$ cat config.mk
export PLATFORM = sky130hd
export DESIGN_NAME = multicycle_ctrl_fsm_flat
export DESIGN_NICKNAME = d
export VERILOG_FILES = /design/src/rtl/cpu_ctrl_pkg.sv /design/src/rtl/multicycle_ctrl_fsm_if.sv /design/src/rtl/ctrl_op_decode.sv /design/src/rtl/multicycle_ctrl_fsm.sv /design/src/flat_wrapper.sv
export SDC_FILE = /design/constraint.sdc
export NUM_CORES = 1
export LEC_CHECK = 0
export CORE_MARGIN = 3
export CORE_UTILIZATION = 45
export DETAILED_ROUTE_END_ITERATION = 8
export DONT_BUFFER_PORTS = 1
export GPL_TIMING_DRIVEN = 0
export PLACE_DENSITY = 0.59
export SYNTH_ARGS = -nofsm -noshare
export SYNTH_HDL_FRONTEND = slang
export SYNTH_HIERARCHICAL = 1
export SYNTH_SLANG_ARGS = --single-unit
$ cat constraint.sdc
create_clock -name clk -period 3.25 [get_ports clk]
set_input_delay 0.65 -clock clk [delete_from_list [all_inputs] [get_ports clk]]
set_output_delay 0.65 -clock clk [all_outputs]
set_load 0.005 [all_outputs]
$ cat src/rtl/cpu_ctrl_pkg.sv
// Shared encodings for the multi-cycle controller, ALU and datapath.
// Pure declarations: no logic, no latency, no flow control.
package cpu_ctrl_pkg;

  typedef enum logic [2:0] {
    ST_FETCH  = 3'd0,
    ST_DECODE = 3'd1,
    ST_EXEC   = 3'd2,
    ST_MEM    = 3'd3,
    ST_WB     = 3'd4,
    ST_HALT   = 3'd5
  } state_t;

  localparam logic [1:0] ALUOP_ADD   = 2'b00;
  localparam logic [1:0] ALUOP_SUB   = 2'b01;
  localparam logic [1:0] ALUOP_FN    = 2'b10;
  localparam logic [1:0] ALUOP_PASSB = 2'b11;

  localparam logic [1:0] FMT_R  = 2'b00;
  localparam logic [1:0] FMT_I  = 2'b01;
  localparam logic [1:0] FMT_LS = 2'b10;
  localparam logic [1:0] FMT_BR = 2'b11;

  localparam logic [3:0] OPC_BEQ  = 4'b0000;
  localparam logic [3:0] OPC_BNE  = 4'b0001;
  localparam logic [3:0] OPC_J    = 4'b0010;
  localparam logic [3:0] OPC_LI   = 4'b1001;
  localparam logic [3:0] OPC_LWI  = 4'b1011;
  localparam logic [3:0] OPC_SWI  = 4'b1100;
  localparam logic [3:0] OPC_HALT = 4'b1111;

  typedef enum logic [3:0] {
    CLS_R,
    CLS_I,
    CLS_LWI,
    CLS_SWI,
    CLS_BEQ,
    CLS_BNE,
    CLS_J,
    CLS_HALT,
    CLS_ILL
  } op_class_t;

  // ALU opcodes shared by R-type and I-type: 0000 and 0010..0111.
  function automatic logic opc_is_alu(input logic [3:0] opc);
    return (opc == 4'b0000) || ((opc >= 4'b0010) && (opc <= 4'b0111));
  endfunction

  function automatic logic opc_is_signed_imm(input logic [3:0] opc);
    return (opc == 4'b0010) || (opc == 4'b0011) || (opc == 4'b0111);
  endfunction

endpackage

$ cat src/rtl/multicycle_ctrl_fsm_if.sv
// Controller <-> IR/memory/datapath signal bundle.
// master = controller side, slave = memory/datapath side.
interface multicycle_ctrl_fsm_if #(
  parameter int WORD_SIZE = 32
);

  logic [WORD_SIZE-1:0] instr;
  logic                 alu_zero;
  logic                 mem_ready;

  logic                 mem_req;
  logic                 mem_we;
  logic                 mem_addr_sel;
  logic                 ir_write;
  logic                 pc_inc;
  logic                 pc_load;
  logic [1:0]           alu_op;
  logic [3:0]           alu_fn;
  logic                 alu_src_imm;
  logic                 imm_sext;
  logic                 reg_write;
  logic                 wb_from_mem;
  logic                 illegal;
  logic                 halted;

  modport master (
    input  instr, alu_zero, mem_ready,
    output mem_req, mem_we, mem_addr_sel, ir_write, pc_inc, pc_load,
           alu_op, alu_fn, alu_src_imm, imm_sext, reg_write, wb_from_mem,
           illegal, halted
  );

  modport slave (
    output instr, alu_zero, mem_ready,
    input  mem_req, mem_we, mem_addr_sel, ir_write, pc_inc, pc_load,
           alu_op, alu_fn, alu_src_imm, imm_sext, reg_write, wb_from_mem,
           illegal, halted
  );

endinterface

$ cat src/rtl/ctrl_op_decode.sv
// Combinational {fmt,opc} classifier: instruction class, illegal flag, imm sign mode.
// Zero latency, no flow control.
module ctrl_op_decode
  import cpu_ctrl_pkg::*;
(
  input  logic [1:0] i_fmt,
  input  logic [3:0] i_opc,
  output op_class_t  o_class,
  output logic       o_illegal,
  output logic       o_imm_sext
);

  always_comb begin
    o_class = CLS_ILL;
    case (i_fmt)
      FMT_R: begin
        if (opc_is_alu(i_opc)) o_class = CLS_R;
      end
      FMT_I: begin
        if (opc_is_alu(i_opc) || (i_opc == OPC_LI)) o_class = CLS_I;
      end
      FMT_LS: begin
        if (i_opc == OPC_LWI)      o_class = CLS_LWI;
        else if (i_opc == OPC_SWI) o_class = CLS_SWI;
      end
      default: begin
        case (i_opc)
          OPC_BEQ:  o_class = CLS_BEQ;
          OPC_BNE:  o_class = CLS_BNE;
          OPC_J:    o_class = CLS_J;
          OPC_HALT: o_class = CLS_HALT;
          default:  o_class = CLS_ILL;
        endcase
      end
    endcase
  end

  assign o_illegal  = (o_class == CLS_ILL);
  assign o_imm_sext = (o_class == CLS_I) && opc_is_signed_imm(i_opc);

endmodule

$ cat src/rtl/multicycle_ctrl_fsm.sv
// Multi-cycle control FSM (FETCH/DECODE/EXEC/MEM/WB/HALT); zero-wait latency R/I=4, LWI=5, SWI=4, branch/J=3.
// Memory backpressure: FETCH and MEM hold mem_req and stall until mem_ready.
module multicycle_ctrl_fsm
  import cpu_ctrl_pkg::*;
#(
  parameter int WORD_SIZE = 32
) (
  input  logic                 clk,
  input  logic                 rst_n,
  multicycle_ctrl_fsm_if.master bus
);

  state_t     r_state;
  state_t     w_next_state;
  logic [5:0] r_ir_op;
  logic [1:0] w_fmt;
  logic [3:0] w_opc;
  op_class_t  w_class;
  logic       w_illegal;
  logic       w_imm_sext;
  logic       w_fetch_done;
  logic       w_unused_instr;

  assign w_fmt          = r_ir_op[5:4];
  assign w_opc          = r_ir_op[3:0];
  assign w_fetch_done   = (r_state == ST_FETCH) && bus.mem_ready;
  assign w_unused_instr = ^bus.instr[WORD_SIZE-7:0];

  ctrl_op_decode u_decode (
    .i_fmt      (w_fmt),
    .i_opc      (w_opc),
    .o_class    (w_class),
    .o_illegal  (w_illegal),
    .o_imm_sext (w_imm_sext)
  );

  always_ff @(posedge clk or negedge rst_n) begin
    if (!rst_n) begin
      r_state <= ST_FETCH;
      r_ir_op <= '0;
    end else begin
      r_state <= w_next_state;
      if (w_fetch_done) r_ir_op <= bus.instr[WORD_SIZE-1 -: 6];
    end
  end

  always_comb begin
    w_next_state = r_state;
    case (r_state)
      ST_FETCH: begin
        if (bus.mem_ready) w_next_state = ST_DECODE;
      end
      ST_DECODE: begin
        if (w_illegal)              w_next_state = ST_FETCH;
        else if (w_class == CLS_HALT) w_next_state = ST_HALT;
        else                        w_next_state = ST_EXEC;
      end
      ST_EXEC: begin
        case (w_class)
          CLS_R, CLS_I:     w_next_state = ST_WB;
          CLS_LWI, CLS_SWI: w_next_state = ST_MEM;
          default:          w_next_state = ST_FETCH;
        endcase
      end
      ST_MEM: begin
        if (bus.mem_ready) w_next_state = (w_class == CLS_LWI) ? ST_WB : ST_FETCH;
      end
      ST_WB:   w_next_state = ST_FETCH;
      ST_HALT: w_next_state = ST_HALT;
      default: w_next_state = ST_FETCH;
    endcase
  end

  // Outputs forced low while rst_n is asserted, so FETCH's mem_req first appears once reset lifts.
  always_comb begin
    bus.mem_req      = 1'b0;
    bus.mem_we       = 1'b0;
    bus.mem_addr_sel = 1'b0;
    bus.ir_write     = 1'b0;
    bus.pc_inc       = 1'b0;
    bus.pc_load      = 1'b0;
    bus.alu_op       = ALUOP_ADD;
    bus.alu_fn       = 4'b0000;
    bus.alu_src_imm  = 1'b0;
    bus.imm_sext     = 1'b0;
    bus.reg_write    = 1'b0;
    bus.wb_from_mem  = 1'b0;
    bus.illegal      = 1'b0;
    bus.halted       = 1'b0;
    if (rst_n) begin
      case (r_state)
        ST_FETCH: begin
          bus.mem_req  = 1'b1;
          bus.ir_write = bus.mem_ready;
          bus.pc_inc   = bus.mem_ready;
        end
        ST_DECODE: begin
          bus.illegal = w_illegal;
        end
        ST_EXEC: begin
          // alu_fn carries the opcode field only while the ALU is in use.
          bus.alu_fn = w_opc;
          case (w_class)
            CLS_R: begin
              bus.alu_op = ALUOP_FN;
            end
            CLS_I: begin
              bus.alu_op      = ALUOP_FN;
              bus.alu_src_imm = 1'b1;
              bus.imm_sext    = w_imm_sext;
            end
            CLS_LWI, CLS_SWI: begin
              bus.alu_op      = ALUOP_PASSB;
              bus.alu_src_imm = 1'b1;
            end
            CLS_BEQ: begin
              bus.alu_op  = ALUOP_SUB;
              bus.pc_load = bus.alu_zero;
            end
            CLS_BNE: begin
              bus.alu_op  = ALUOP_SUB;
              bus.pc_load = !bus.alu_zero;
            end
            CLS_J: begin
              bus.alu_op  = ALUOP_ADD;
              bus.pc_load = 1'b1;
            end
            default: begin
              bus.alu_op = ALUOP_ADD;
            end
          endcase
        end
        ST_MEM: begin
          bus.mem_req      = 1'b1;
          bus.mem_addr_sel = 1'b1;
          bus.mem_we       = (w_class == CLS_SWI);
        end
        ST_WB: begin
          bus.reg_write   = 1'b1;
          bus.wb_from_mem = (w_class == CLS_LWI);
        end
        ST_HALT: begin
          bus.halted = 1'b1;
        end
        default: begin
          bus.halted = 1'b0;
        end
      endcase
    end
  end

endmodule

$ cat src/flat_wrapper.sv
// flat-port wrapper written by rule: the top's interface ports become plain ports
module multicycle_ctrl_fsm_flat import cpu_ctrl_pkg::*;
#(
  parameter int WORD_SIZE = 32
)
  (clk, rst_n, bus_instr, bus_alu_zero, bus_mem_ready, bus_mem_req, bus_mem_we, bus_mem_addr_sel, bus_ir_write, bus_pc_inc, bus_pc_load, bus_alu_op, bus_alu_fn, bus_alu_src_imm, bus_imm_sext, bus_reg_write, bus_wb_from_mem, bus_illegal, bus_halted);
  multicycle_ctrl_fsm_if #(.WORD_SIZE(WORD_SIZE)) bus_i ();
  input  logic clk;
  input  logic rst_n;
  input wire logic [$bits(bus_i.instr)-1:0] bus_instr;
  input wire logic [$bits(bus_i.alu_zero)-1:0] bus_alu_zero;
  input wire logic [$bits(bus_i.mem_ready)-1:0] bus_mem_ready;
  output wire logic [$bits(bus_i.mem_req)-1:0] bus_mem_req;
  output wire logic [$bits(bus_i.mem_we)-1:0] bus_mem_we;
  output wire logic [$bits(bus_i.mem_addr_sel)-1:0] bus_mem_addr_sel;
  output wire logic [$bits(bus_i.ir_write)-1:0] bus_ir_write;
  output wire logic [$bits(bus_i.pc_inc)-1:0] bus_pc_inc;
  output wire logic [$bits(bus_i.pc_load)-1:0] bus_pc_load;
  output wire logic [$bits(bus_i.alu_op)-1:0] bus_alu_op;
  output wire logic [$bits(bus_i.alu_fn)-1:0] bus_alu_fn;
  output wire logic [$bits(bus_i.alu_src_imm)-1:0] bus_alu_src_imm;
  output wire logic [$bits(bus_i.imm_sext)-1:0] bus_imm_sext;
  output wire logic [$bits(bus_i.reg_write)-1:0] bus_reg_write;
  output wire logic [$bits(bus_i.wb_from_mem)-1:0] bus_wb_from_mem;
  output wire logic [$bits(bus_i.illegal)-1:0] bus_illegal;
  output wire logic [$bits(bus_i.halted)-1:0] bus_halted;
  assign bus_i.instr = bus_instr;
  assign bus_i.alu_zero = bus_alu_zero;
  assign bus_i.mem_ready = bus_mem_ready;
  assign bus_mem_req = bus_i.mem_req;
  assign bus_mem_we = bus_i.mem_we;
  assign bus_mem_addr_sel = bus_i.mem_addr_sel;
  assign bus_ir_write = bus_i.ir_write;
  assign bus_pc_inc = bus_i.pc_inc;
  assign bus_pc_load = bus_i.pc_load;
  assign bus_alu_op = bus_i.alu_op;
  assign bus_alu_fn = bus_i.alu_fn;
  assign bus_alu_src_imm = bus_i.alu_src_imm;
  assign bus_imm_sext = bus_i.imm_sext;
  assign bus_reg_write = bus_i.reg_write;
  assign bus_wb_from_mem = bus_i.wb_from_mem;
  assign bus_illegal = bus_i.illegal;
  assign bus_halted = bus_i.halted;
  multicycle_ctrl_fsm #(.WORD_SIZE(WORD_SIZE)) u_core (.clk(clk), .rst_n(rst_n), .bus(bus_i));
endmodule
==> results of run 1 <==
[per-layer routing]
metal,vias up,part of all wire,GRT usage
met4,0,0,0.0762
met3,0,0.058,0.0437
met2,21,0.47,0.292
met1,377,0.47,0.239
met5,-,0,0
li1,400,-,-
[synthesized netlist by cell type (3+ instances only)]
master,count,area (µm²)
nor3b_1,3,22.5
nand2_1,8,30.0
nor4_1,4,25.0
o211ai_1,3,22.5
nor3_1,3,15.0
mux2_2,6,67.6
nor2b_1,3,18.8
dfrtp_1,9,225
and4b_1,4,40.0
buf_2,4,20.0
and2_1,5,31.3
clkbuf_1,3,11.3
nor2_1,8,30.0
[report_power, final]
| group | leakage (nW) | internal (mW) | switching, mW | total [mW] |
|---|---|---|---|---|
| combinational | 0.299 | 0.0241 | 0.0267 | 0.0509 |
| sequential | 0.109 | 0.116 | 0.00431 | 0.120 |
| clock | 0.0150 | 0.0471 | 0.0359 | 0.0830 |
[worst max-delay path: stages (launching register included)]
cell      delay, ps
dfrtp_1         400
buf_6           150
or4b_4          530
a31oi_4         170
o21bai_1        130
buf_4           140
or3b_4          390
nor4_4          240
[final timing paths]
kind / startpoint / end / slack, ps / cells past startpoint
min in group clk: u_core/r_ir_op[5]$_DFFE_PN0P_ / u_core/r_ir_op[5]$_DFFE_PN0P_ / 520 / 1
max in group asynchronous: rst_n / u_core/r_ir_op[1]$_DFFE_PN0P_ / 3090 / 0
worst min register to register: u_core/r_ir_op[5]$_DFFE_PN0P_ / u_core/r_ir_op[5]$_DFFE_PN0P_ / 520 / 1
worst min-delay path: rst_n / u_core/r_state[2]$_DFFE_PN0P_ / 80 / 0
worst max register to register: u_core/r_ir_op[1]$_DFFE_PN0P_ / u_core/r_state[0]$_DFFE_PN0P_ / 810 / 9
worst max-delay path: u_core/r_ir_op[1]$_DFFE_PN0P_ / bus_wb_from_mem / 190 / 7
[cells by family (layout without fill, tap and decap cells)]
| family | after synthesis | after routing | synth area share |
|---|---|---|---|
| XOR/XNOR | 3 | 3 | 0.0289 |
| multiplexers | 8 | 8 | 0.0963 |
| AND/OR/NAND/NOR | 57 | 57 | 0.424 |
| buffers and inverters | 12 | 22 | 0.0757 |
| flip-flops | 9 | 9 | 0.248 |
| AO/OA/AOI/OAI | 13 | 13 | 0.128 |
[what timing repair did]
item,CTS,global route
pin swaps,1,3
buffers inserted,0,6
resized for setup,3,6
hold buffers,0,0
endpoints found under the setup margin,1,3
[through the flow]
stage / hold slack [ps] / instance area (µm²) / worst slack (ps) / utilization
global placement: 355 / 941 / 165 / 0.517
global route: 62.1 / 1050 / 32.8 / 0.575
floorplan: 354 / 910 / 355 / -
CTS: 71.2 / 985 / 70.7 / 0.541
detailed placement: 355 / 941 / 158 / 0.517
finish: 84.0 / 1050 / 190 / 0.575
[layout make-up]
class | instances | area [µm²]
buffer | 10 | 66.3
fill | 175 | 773
tap | 25 | 31.3
timing repair buffer | 6 | 45.0
clock buffer | 4 | 26.3
sequential | 9 | 225
inverter | 2 | 7.51
multi-input combinational | 81 | 646
[sequential cells by signal, indices dropped and copies added, names as in the netlist]
name and flops:
u_core/r_ir_op 6, u_core/r_state 3
==> results by group, run 1 <==
Synth
  • Post-synthesis area per instance: 8.92 µm²
  • Synth unique cells: 44
  • Synth Cell Area: roughly 910 µm²
  • Cells after Synth: 102
  • Async S/R FF share, synth: 1.00
  • Number of synthesized flops with an enable pin: 0
  • Register bit total from synthesis: 9
  • Post-Synthesis Net Count: 138
  • Sequential share of the synthesized area: 0.248
  • Post-synth top flop: dfrtp_1
  • Yosys synthesis warning count: 6

Route
  • DR DRC count: 0
  • Mean number of vias per cell: 5.82
  • DRC marker count from the first detailed-route iteration: 7
  • Pre-Repair DR Iteration Count: 4
  • Total via count in the routed design: roughly 800
  • Final WL: 2170 µm
  • Number of nets with antenna violations after routing: 0
  • Detail-routed net length per standard cell: 15.8 µm

Final layout
  • Area delta synth->final: 15.1%
  • Leading cell types in the layout, fill and taps excluded: 9 x buf_4, 9 x dfrtp_1, 8 x nand2_1, 8 x nor2_1, 6 x mux2_2
  • Antenna cell count: 0
  • Number of nets in the finished design: between 100 and 150
  • Fraction of final layout cells with drive strength greater than 1: 0.304
  • Post-layout instance count excluding filler cells: 137

Power and ir drop
  • Overall power after layout: 254 µW
  • Pwr dens: 243 mW/mm²
  • Maximum resistive drop on vdd: 0.189 mV
  • Cell leakage power: ~0.42 nW

STA
  • Upper clock frequency limit: 327 MHz
  • Count of pins over their slew limit: 0
  • Final Cycle Share: 0.942
  • Final Critical Period: 3060 ps
  • Worst relative slew slack: 0.636
  • Largest clock skew in the final design: 3.22 ps
  • Summed negative setup slack over all endpoints: 0 ps
  • Unrepaired setup endpoints after global routing: false
  • Final count of negative-setup-slack endpoints: 0
  • Worst Tran Pin Value: 541 ps
  • Number of hold-slack violations in the final timing report: 0

Floorplan
  • Starting density of the core: 0.500
  • Number of I/O pins: 54
  • Core Box Area: around 0.0018 mm²
  • Die X: 51.0 µm
  • Row cnt: 15
  • Die Span Y: 51.0 µm
  • Die Outline Area: 0.00260 mm²

Placement
  • Inst Count DP: 127
  • Detailed placement HPWL: 1560 µm
  • Routability congestion estimate: just under 0.8
  • Count of input and output buffers: 0

Outcome
  • Run status: finished, final reports clean

Setup path
  • Critical Path AT: ~2400 ps
  • Data required time at the worst endpoint: 2600 ps
  • Critical Path Source Type: flip-flop
  • Max Fanout on Critical Path: 10
  • Element type at the critical path end: output pin
  • Critical path class: reg -> out

Global route
  • Number of global-route vias before repair: 811
  • Initial antenna violation count: 0
  • Largest net degree at the start of global routing: 14
  • Wire length of the first global-routing pass: 3710 µm
  • Leftover overflow at the end of global routing: 0
  • GRT Util Overall: 0.185

CTS
  • Clock tree sinks: 9
  • Clock buffer depth: 2
  • Clock latency at the later pin of the worst-skew pair: between 200 and 300 ps
  • CTS clock-pin slew for the worst setup and hold paths: 60 ps
  • Root buf cell: clkbuf_4
  • Number of H-tree levels: 1
  • CTS tree: done
  • Number of buffers inserted during clock tree synthesis: 3

Run
  • Total of max-cap violations: 0

Min path
  • Type of the most critical hold path: in -> async
Note: power is estimated with default switching activity, not from simulation.
==> run 2, diff against run 1 <==
--- a/config.mk
+++ b/config.mk
@@ -7,10 +7,10 @@
 export LEC_CHECK = 0
 export CORE_MARGIN = 3
 export CORE_UTILIZATION = 45
+export CTS_BUF_LIST = sky130_fd_sc_hd__clkbuf_16
 export DETAILED_ROUTE_END_ITERATION = 8
 export DONT_BUFFER_PORTS = 1
 export GPL_TIMING_DRIVEN = 0
-export PLACE_DENSITY = 0.59
 export SYNTH_ARGS = -nofsm -noshare
 export SYNTH_HDL_FRONTEND = slang
 export SYNTH_HIERARCHICAL = 1
==> run 2 against run 1 <==
  * Via count is 0.75% lower
  * Worst hold slack improved by 30 ps
  * Sequential share of layout area is 0.15 points lower
  * Design area increased by 0.72%
  * Maximum frequency decreased by 1.2%
  * Clock power rose to 2.5 times the previous value
  * Die area is the same
  * Wire length down 1.4%
  * Worst setup slack got worse by 36 ps
  * Combinational power fell by 11%
  * Non-clock buffer count shrank 6
  * Largest cell class unchanged
  * Largest power group is now the clock network
==> results by group, run 2 (same netlist as run 1, synthesis figures left out) <==
Outcome
  • Run status: finished, final reports clean

Route
  • Detail-routed net length per standard cell: 16.3 µm (+3.1%)
  • DRC marker count from the first detailed-route iteration: 8 (+1)
  • DR DRC count: 0 (unchanged)
  • Total via count in the routed design: 792 (-0.75%)
  • Mean number of vias per cell: 6.05 (+3.8%)
  • Number of nets with antenna violations after routing: 0 (unchanged)
  • Final WL: 2140 µm (-1.4%)
  • Pre-Repair DR Iteration Count: 4 (unchanged)

STA
  • Upper clock frequency limit: 323 MHz (-1.2%)
  • Summed negative setup slack over all endpoints: 0 ps (unchanged)
  • Worst relative slew slack: 0.553 (-0.0836)
  • Final Worst Setup Slack: 154 ps (-35.9 ps)
  • Final count of negative-setup-slack endpoints: 0 (unchanged)
  • Unrepaired setup endpoints after global routing: false
  • Largest clock skew in the final design: 0.312 ps (-2.90 ps)
  • Final Cycle Share: 0.953 (+0.0111)
  • Final Critical Period: 3100 ps (+35.9 ps)
  • Count of pins over their slew limit: 0 (unchanged)
  • Worst Tran Pin Value: 668 ps (+127 ps)
  • Number of hold-slack violations in the final timing report: 0 (unchanged)
  • Worst-case hold slack: 114 ps (+29.8 ps)

Global route
  • Wire length of the first global-routing pass: 3440 µm (-7.2%)
  • Number of global-route vias before repair: 726 (-10%)
  • Leftover overflow at the end of global routing: 0 (unchanged)
  • GRT Util Overall: 0.175 (-0.00971)
  • Largest net degree at the start of global routing: 14 (unchanged)
  • Initial antenna violation count: 0 (unchanged)

Setup path
  • Critical path class: reg -> out
  • Critical Path AT: 2450 ps (+40 ps)
  • Critical Path Source Type: flip-flop
  • Element type at the critical path end: output pin
  • Data required time at the worst endpoint: 2600 ps (about the same)
  • Max Fanout on Critical Path: 10 (unchanged)

Final layout
  • Regs by FF count: u_core/r_ir_op: 6 flops, u_core/r_state: 3 flops
  • Filler instances: 174 (-0.57%)
  • Top register by number of flip-flops: u_core/r_ir_op
  • Number of nets in the finished design: 143 (-4.0%)
  • Antenna cell count: 0 (unchanged)
  • Flip-flop count of the largest register after layout: 6 (unchanged)
  • Total area of multi-input combinational cells: 646 µm² (unchanged)
  • Sequential Area: 225 µm² (unchanged)
  • Most frequent standard cell in the layout excluding fill and tap cells: dfrtp_1
  • Fraction of final layout cells with drive strength greater than 1: 0.264 (-0.0394)
  • Area delta synth->final: 16.0%
  • Leading cell types in the layout, fill and taps excluded: 9 x dfrtp_1, 8 x nand2_1, 8 x nor2_1, 6 x mux2_2, 5 x and2_1
  • Post-layout instance count excluding filler cells: 131 (-4.4%)

CTS
  • Clock tree sinks: 9 (unchanged)
  • Number of H-tree levels: 1 (unchanged)
  • Post-CTS Setup Bufs: 0 (unchanged)
  • CTS clock-pin slew for the worst setup and hold paths: 40 ps (-20 ps)
  • Root buf cell: clkbuf_16
  • Number of buffers inserted during clock tree synthesis: 3 (unchanged)
  • CTS tree: done
  • Clock buffer depth: 2 (unchanged)
  • Clock latency at the later pin of the worst-skew pair: 230 ps (-20 ps)

Placement
  • Routability congestion estimate: 0.867 (+9.0%)
  • Detailed placement HPWL: 1510 µm (-3.3%)
  • Dpl ws: 144 ps (-14.2 ps)
  • Inst Count DP: 127 (unchanged)
  • Count of input and output buffers: 0 (unchanged)

Power and ir drop
  • Cell leakage power: 0.418 nW (-1.1%)
  • Switching portion of total power: 0.213 (-0.0508)
  • Switching pwr: 80.2 µW (+20%)
  • Pwr dens: 357 mW/mm² (+47%)
  • Power Internal: 297 µW (+58%)
  • Clk network pwr share: 0.559 (+0.232)
  • Comb pwr share: 0.121 (-0.079)
  • Overall power after layout: 377 µW (+48%)
  • Maximum resistive drop on vdd: 0.485 mV (+160%)
  • Part of the power in registers: 0.320 (-0.153)

Floorplan
  • Die Span Y: 51.0 µm (unchanged)
  • Core Box Area: 0.00182 mm² (unchanged)
  • Row cnt: 15 (unchanged)
  • Die X: 51.0 µm (unchanged)
  • Number of I/O pins: 54 (unchanged)
  • Die Outline Area: 0.00260 mm² (unchanged)
  • Starting density of the core: 0.500 (unchanged)

Min path
  • Type of the most critical hold path: in -> async

Run
  • Total of max-cap violations: 0 (unchanged)
[run 2: cell types whose count changed in the layout (fill, tap and decap cells not counted)]
cell	delta
inv_1	+1
clkbuf_16	+3
clkbuf_1	-1
buf_4	-7
clkbuf_4	-2
[run 2: layout make-up]
| class | count | share of cell area |
|---|---|---|
| clock inverters | 1 | 0.00356 |
| well taps | 25 | 0.0297 |
| plain buffers | 10 | 0.0629 |
| clock buffers | 3 | 0.0712 |
| inverters | 2 | 0.00712 |
| multi-input cells | 81 | 0.612 |
| flip-flops and latches | 9 | 0.214 |
[run 2: stage by stage]
step	instance area, µm²	utilization
3_5_place_dp	941	0.517
5_1_grt	1050	0.579
3_3_place_gp	941	0.517
2_1_floorplan	910	-
4_1_cts	1030	0.564
6_report	1050	0.579
[run 2: what timing repair did]
action                     4_1_cts  5_1_grt
setup endpoints to repair        1        1
hold buffers                     0        0
cloned                           0        0
resized for setup                2        7
[run 2: power by group through the flow]
| stage | registers (mW) | clock network (mW) | logic (mW) |
|---|---|---|---|
| 2_1_floorplan | 0.121 | 0 | 0.0346 |
| 3_3_place_gp | 0.122 | 0 | 0.0405 |
| 5_1_grt | 0.122 | 0.221 | 0.0504 |
| 6_report | 0.121 | 0.211 | 0.0455 |
| 3_5_place_dp | 0.122 | 0 | 0.0411 |
| 4_1_cts | 0.121 | 0.213 | 0.0420 |
[run 2: final timing paths]
kind,start,to,slack (ps),depth (start not counted)
worst max-delay path,u_core/r_ir_op[1]$_DFFE_PN0P_,bus_wb_from_mem,150,7
worst min-delay path,rst_n,u_core/r_state[1]$_DFFE_PN0P_,110,0
worst max register to register,u_core/r_ir_op[1]$_DFFE_PN0P_,u_core/r_state[0]$_DFFE_PN0P_,860,8
worst min register to register,u_core/r_ir_op[5]$_DFFE_PN0P_,u_core/r_ir_op[5]$_DFFE_PN0P_,510,1
max in group asynchronous,rst_n,u_core/r_ir_op[5]$_DFFE_PN0P_,3070,0
min in group clk,u_core/r_ir_op[5]$_DFFE_PN0P_,u_core/r_ir_op[5]$_DFFE_PN0P_,510,1
[run 2: per-layer routing]
metal | GRT usage | vias to the layer above | wire [µm]
met1 | 0.214 | 383 | 924
met5 | 0 | - | 0
met2 | 0.290 | 21 | 1080
met4 | 0.0404 | 0 | 0
li1 | - | 388 | -
met3 | 0.0641 | 0 | 133
[run 2: critical path, cell delays in order, from the launching register on]
cell and delay [ps]:
dfrtp_1 400, buf_6 150, or4b_4 520, a31oi_4 200, o21bai_1 130, buf_4 170, or3b_4 410, nor4_4 230
==> run 3, diff against run 2 <==
--- a/config.mk
+++ b/config.mk
@@ -5,6 +5,7 @@
 export SDC_FILE = /design/constraint.sdc
 export NUM_CORES = 1
 export LEC_CHECK = 0
+export ABC_AREA = 1
 export CORE_MARGIN = 3
 export CORE_UTILIZATION = 45
 export CTS_BUF_LIST = sky130_fd_sc_hd__clkbuf_16
==> run 3 against run 2 <==
  * Wire length down 6.1%
  * Cell count up 32%
  * Combinational power rose to 11 times the previous value
  * Flip-flop and latch count unchanged
  * Design area down 6.8%
  * Maximum frequency up 22%
  * Critical path type unchanged
==> results by group, run 3 <==
Outcome
  • Run status: finished, final reports clean

Power and ir drop
  • Power Internal: 483 µW (+63%)
  • Clk network pwr share: 0.223 (-0.336)
  • Cell leakage power: 0.557 nW (+33%)
  • Comb pwr share: 0.529 (+0.408)
  • Maximum resistive drop on vdd: 0.538 mV (+11%)
  • Switching pwr: 461 µW (+480%)
  • Pwr dens: 960 mW/mm² (+170%)
  • Switching portion of total power: 0.488 (+0.276)
  • Part of the power in registers: 0.248 (-0.072)

Synth
  • Post-Synthesis Net Count: 180 (+30%)
  • Leading cell type by number of instances after synthesis: nand2_1
  • Synth top area share: 0.258 (+0.0103)
  • Post-synthesis area per instance: 6.06 µm² (-32%)
  • Sequential share of the synthesized area: 0.258 (+0.0103)
  • Synth Cell Area: 873 µm² (-4.0%)
  • Register bit total from synthesis: 9 (unchanged)
  • Number of synthesized flops with an enable pin: 0 (unchanged)
  • Async S/R FF share, synth: 1.00 (unchanged)
  • Yosys synthesis warning count: 6 (unchanged)
  • Cell taking the most area after synthesis: dfrtp_1
  • Synth area leaders: dfrtp_1 26%, nand2_1 12%, nor2_1 12%, inv_1 11%, nand3_1 6.3%
  • Cells after Synth: 144 (+41%)
  • Post-synth top flop: dfrtp_1
  • Synth unique cells: 24 (-45%)
  • Commonest cells in the netlist: 28 x nand2_1, 27 x nor2_1, 26 x inv_1, 11 x nand3_1, 9 x dfrtp_1

CTS
  • CTS tree: done
  • Clock tree sinks: 9 (unchanged)
  • Number of buffers inserted during clock tree synthesis: 3 (unchanged)
  • Post-CTS Setup Bufs: 0 (unchanged)
  • Number of H-tree levels: 1 (unchanged)
  • Clock latency at the later pin of the worst-skew pair: 230 ps (about the same)
  • CTS clock-pin slew for the worst setup and hold paths: 40 ps (about the same)
  • Clock buffer depth: 2 (unchanged)
  • Root buf cell: clkbuf_16
  • Count of hold buffers inserted by post-cts repair: 0 (unchanged)
  • Total of cells resized after clock tree synthesis: 0 (-2)

Placement
  • Count of input and output buffers: 0 (unchanged)
  • Routability congestion estimate: 0.926 (+6.8%)
  • Detailed placement HPWL: 1670 µm (+11%)

Route
  • Pre-Repair DR Iteration Count: 4 (unchanged)
  • Number of nets with antenna violations after routing: 0 (unchanged)
  • Mean number of vias per cell: 5.06 (-16%)
  • Final WL: 2010 µm (-6.1%)
  • DR DRC count: 0 (unchanged)
  • Total via count in the routed design: 875 (+10%)
  • DRC marker count from the first detailed-route iteration: 12 (+4)
  • Detail-routed net length per standard cell: 11.6 µm (-29%)

Final layout
  • Top register by number of flip-flops: u_core/r_ir_op
  • Number of nets in the finished design: 185 (+29%)
  • Most frequent standard cell in the layout excluding fill and tap cells: nand2_1
  • Antenna cell count: 0 (unchanged)
  • Sequential Area: 225 µm² (unchanged)
  • Total area of multi-input combinational cells: 519 µm² (-20%)
  • Area delta synth->final: 12.6%
  • Regs by FF count: u_core/r_ir_op: 6 flops, u_core/r_state: 3 flops
  • Filler instances: 201 (+16%)
  • Flip-flop count of the largest register after layout: 6 (unchanged)
  • Leading cell types in the layout, fill and taps excluded: 28 x nand2_1, 27 x inv_1, 27 x nor2_1, 11 x nand3_1, 9 x dfrtp_1
  • Fraction of final layout cells with drive strength greater than 1: 0.176 (-0.0885)

Setup path
  • Critical Path Source Type: flip-flop
  • Max Fanout on Critical Path: 5 (-5)
  • Critical path buffers and inverters: 1 (-1)
  • Critical Path AT: 1880 ps (-570 ps)
  • Cell with the biggest individual delay on the critical path: dfrtp_1
  • List of cells traversed by the critical path: nor2_1, nand2_1, nand3_2, nand4_1, nor2_2, inv_1, nor4_1
  • Data required time at the worst endpoint: 2600 ps (about the same)
  • Critical path class: reg -> out
  • Largest delay share family, worst path: simple AND/OR/NAND/NOR gates
  • Element type at the critical path end: output pin
  • Worst path max stage delay: 430 ps (-90 ps)

STA
  • Final count of negative-setup-slack endpoints: 0 (unchanged)
  • Worst Tran Pin Value: 318 ps (-350 ps)
  • Upper clock frequency limit: 395 MHz (+22%)
  • Worst relative slew slack: 0.786 (+0.233)
  • Summed negative setup slack over all endpoints: 0 ps (unchanged)
  • Count of pins over their slew limit: 0 (unchanged)
  • Largest clock skew in the final design: 0.234 ps (-0.0783 ps)
  • Worst-case hold slack: 114 ps (+0.238 ps)
  • Number of hold-slack violations in the final timing report: 0 (unchanged)
  • Final Critical Period: 2530 ps (-566 ps)
  • Unrepaired setup endpoints after global routing: false
  • Final Cycle Share: 0.779 (-0.174)

Run
  • Total of max-cap violations: 0 (unchanged)

Floorplan
  • Starting density of the core: 0.490 (-0.00983)
  • Die Span Y: 50.1 µm (-1.8%)
  • Number of I/O pins: 54 (unchanged)
  • Die Outline Area: 0.00251 mm² (-3.5%)
  • Die X: 50.1 µm (-1.8%)
  • Core Box Area: 0.00178 mm² (-2.1%)
  • Row cnt: 15 (unchanged)

Global route
  • Initial antenna violation count: 0 (unchanged)
  • Wire length of the first global-routing pass: 3540 µm (+2.8%)
  • Leftover overflow at the end of global routing: 0 (unchanged)
  • Largest net degree at the start of global routing: 14 (unchanged)
  • Number of global-route vias before repair: 798 (+9.9%)
  • GRT Util Overall: 0.179 (+0.00411)

Min path
  • Type of the most critical hold path: in -> async
==> run 3: final cells by class <==
cell class,instances,share of cell area
well taps,25,0.0318
clock buffers,3,0.0763
plain buffers,2,0.0153
flip-flops and latches,9,0.229
multi-input cells,103,0.528
inverters,30,0.116
clock inverters,1,0.00382
==> run 3: worst paths after layout <==
check                                         startpoint  cells past startpoint  slack [ps]                       endpoint
max                        u_core/r_ir_op[2]$_DFFE_PN0P_                      7         720                     bus_mem_we
min                                                rst_n                      0         110  u_core/r_ir_op[2]$_DFFE_PN0P_
max reg2reg                u_core/r_ir_op[2]$_DFFE_PN0P_                     11        1420  u_core/r_state[0]$_DFFE_PN0P_
min reg2reg                u_core/r_ir_op[3]$_DFFE_PN0P_                      2         570  u_core/r_ir_op[3]$_DFFE_PN0P_
max in group asynchronous                          rst_n                      0        3070  u_core/r_state[1]$_DFFE_PN0P_
min in group clk                           bus_instr[30]                      2         560  u_core/r_ir_op[4]$_DFFE_PN0P_
==> run 3: logic make-up after synthesis <==
logic type	Yosys count	synth area share
buffers and inverters	32	0.148
AO/OA/AOI/OAI	15	0.105
AND/OR/NAND/NOR	88	0.490
flip-flops	9	0.258
==> run 3: per-layer routing <==
| metal | vias to the layer above | wire length [µm] | GRT usage |
|---|---|---|---|
| li1 | 462 | - | - |
| met1 | 397 | 976 | 0.235 |
| met2 | 16 | 949 | 0.302 |
| met3 | 0 | 79 | 0.0302 |
| met4 | 0 | 0 | 0.0415 |
| met5 | - | 0 | 0 |
==> run 3: power groups by stage <==
stage	combinational [mW]	clock, mW	sequential [mW]
after detailed placement	0.499	0	0.234
after floorplan	0.421	0	0.217
after global routing	0.577	0.223	0.247
after CTS	0.502	0.213	0.233
after global placement	0.490	0	0.231
final	0.500	0.211	0.234
==> run 3: metrics by stage <==
stage | power (mW) | util | cell area [µm²] | setup WS, ps | cells
2_1_floorplan | 0.638 | - | 873 | 1180 | 144
3_3_place_gp | 0.721 | 0.507 | 905 | 956 | 169
3_5_place_dp | 0.733 | 0.507 | 905 | 953 | 169
4_1_cts | 0.949 | 0.552 | 983 | 704 | 173
5_1_grt | 1.05 | 0.552 | 983 | 474 | 173
6_report | 0.944 | 0.552 | 983 | 720 | 173
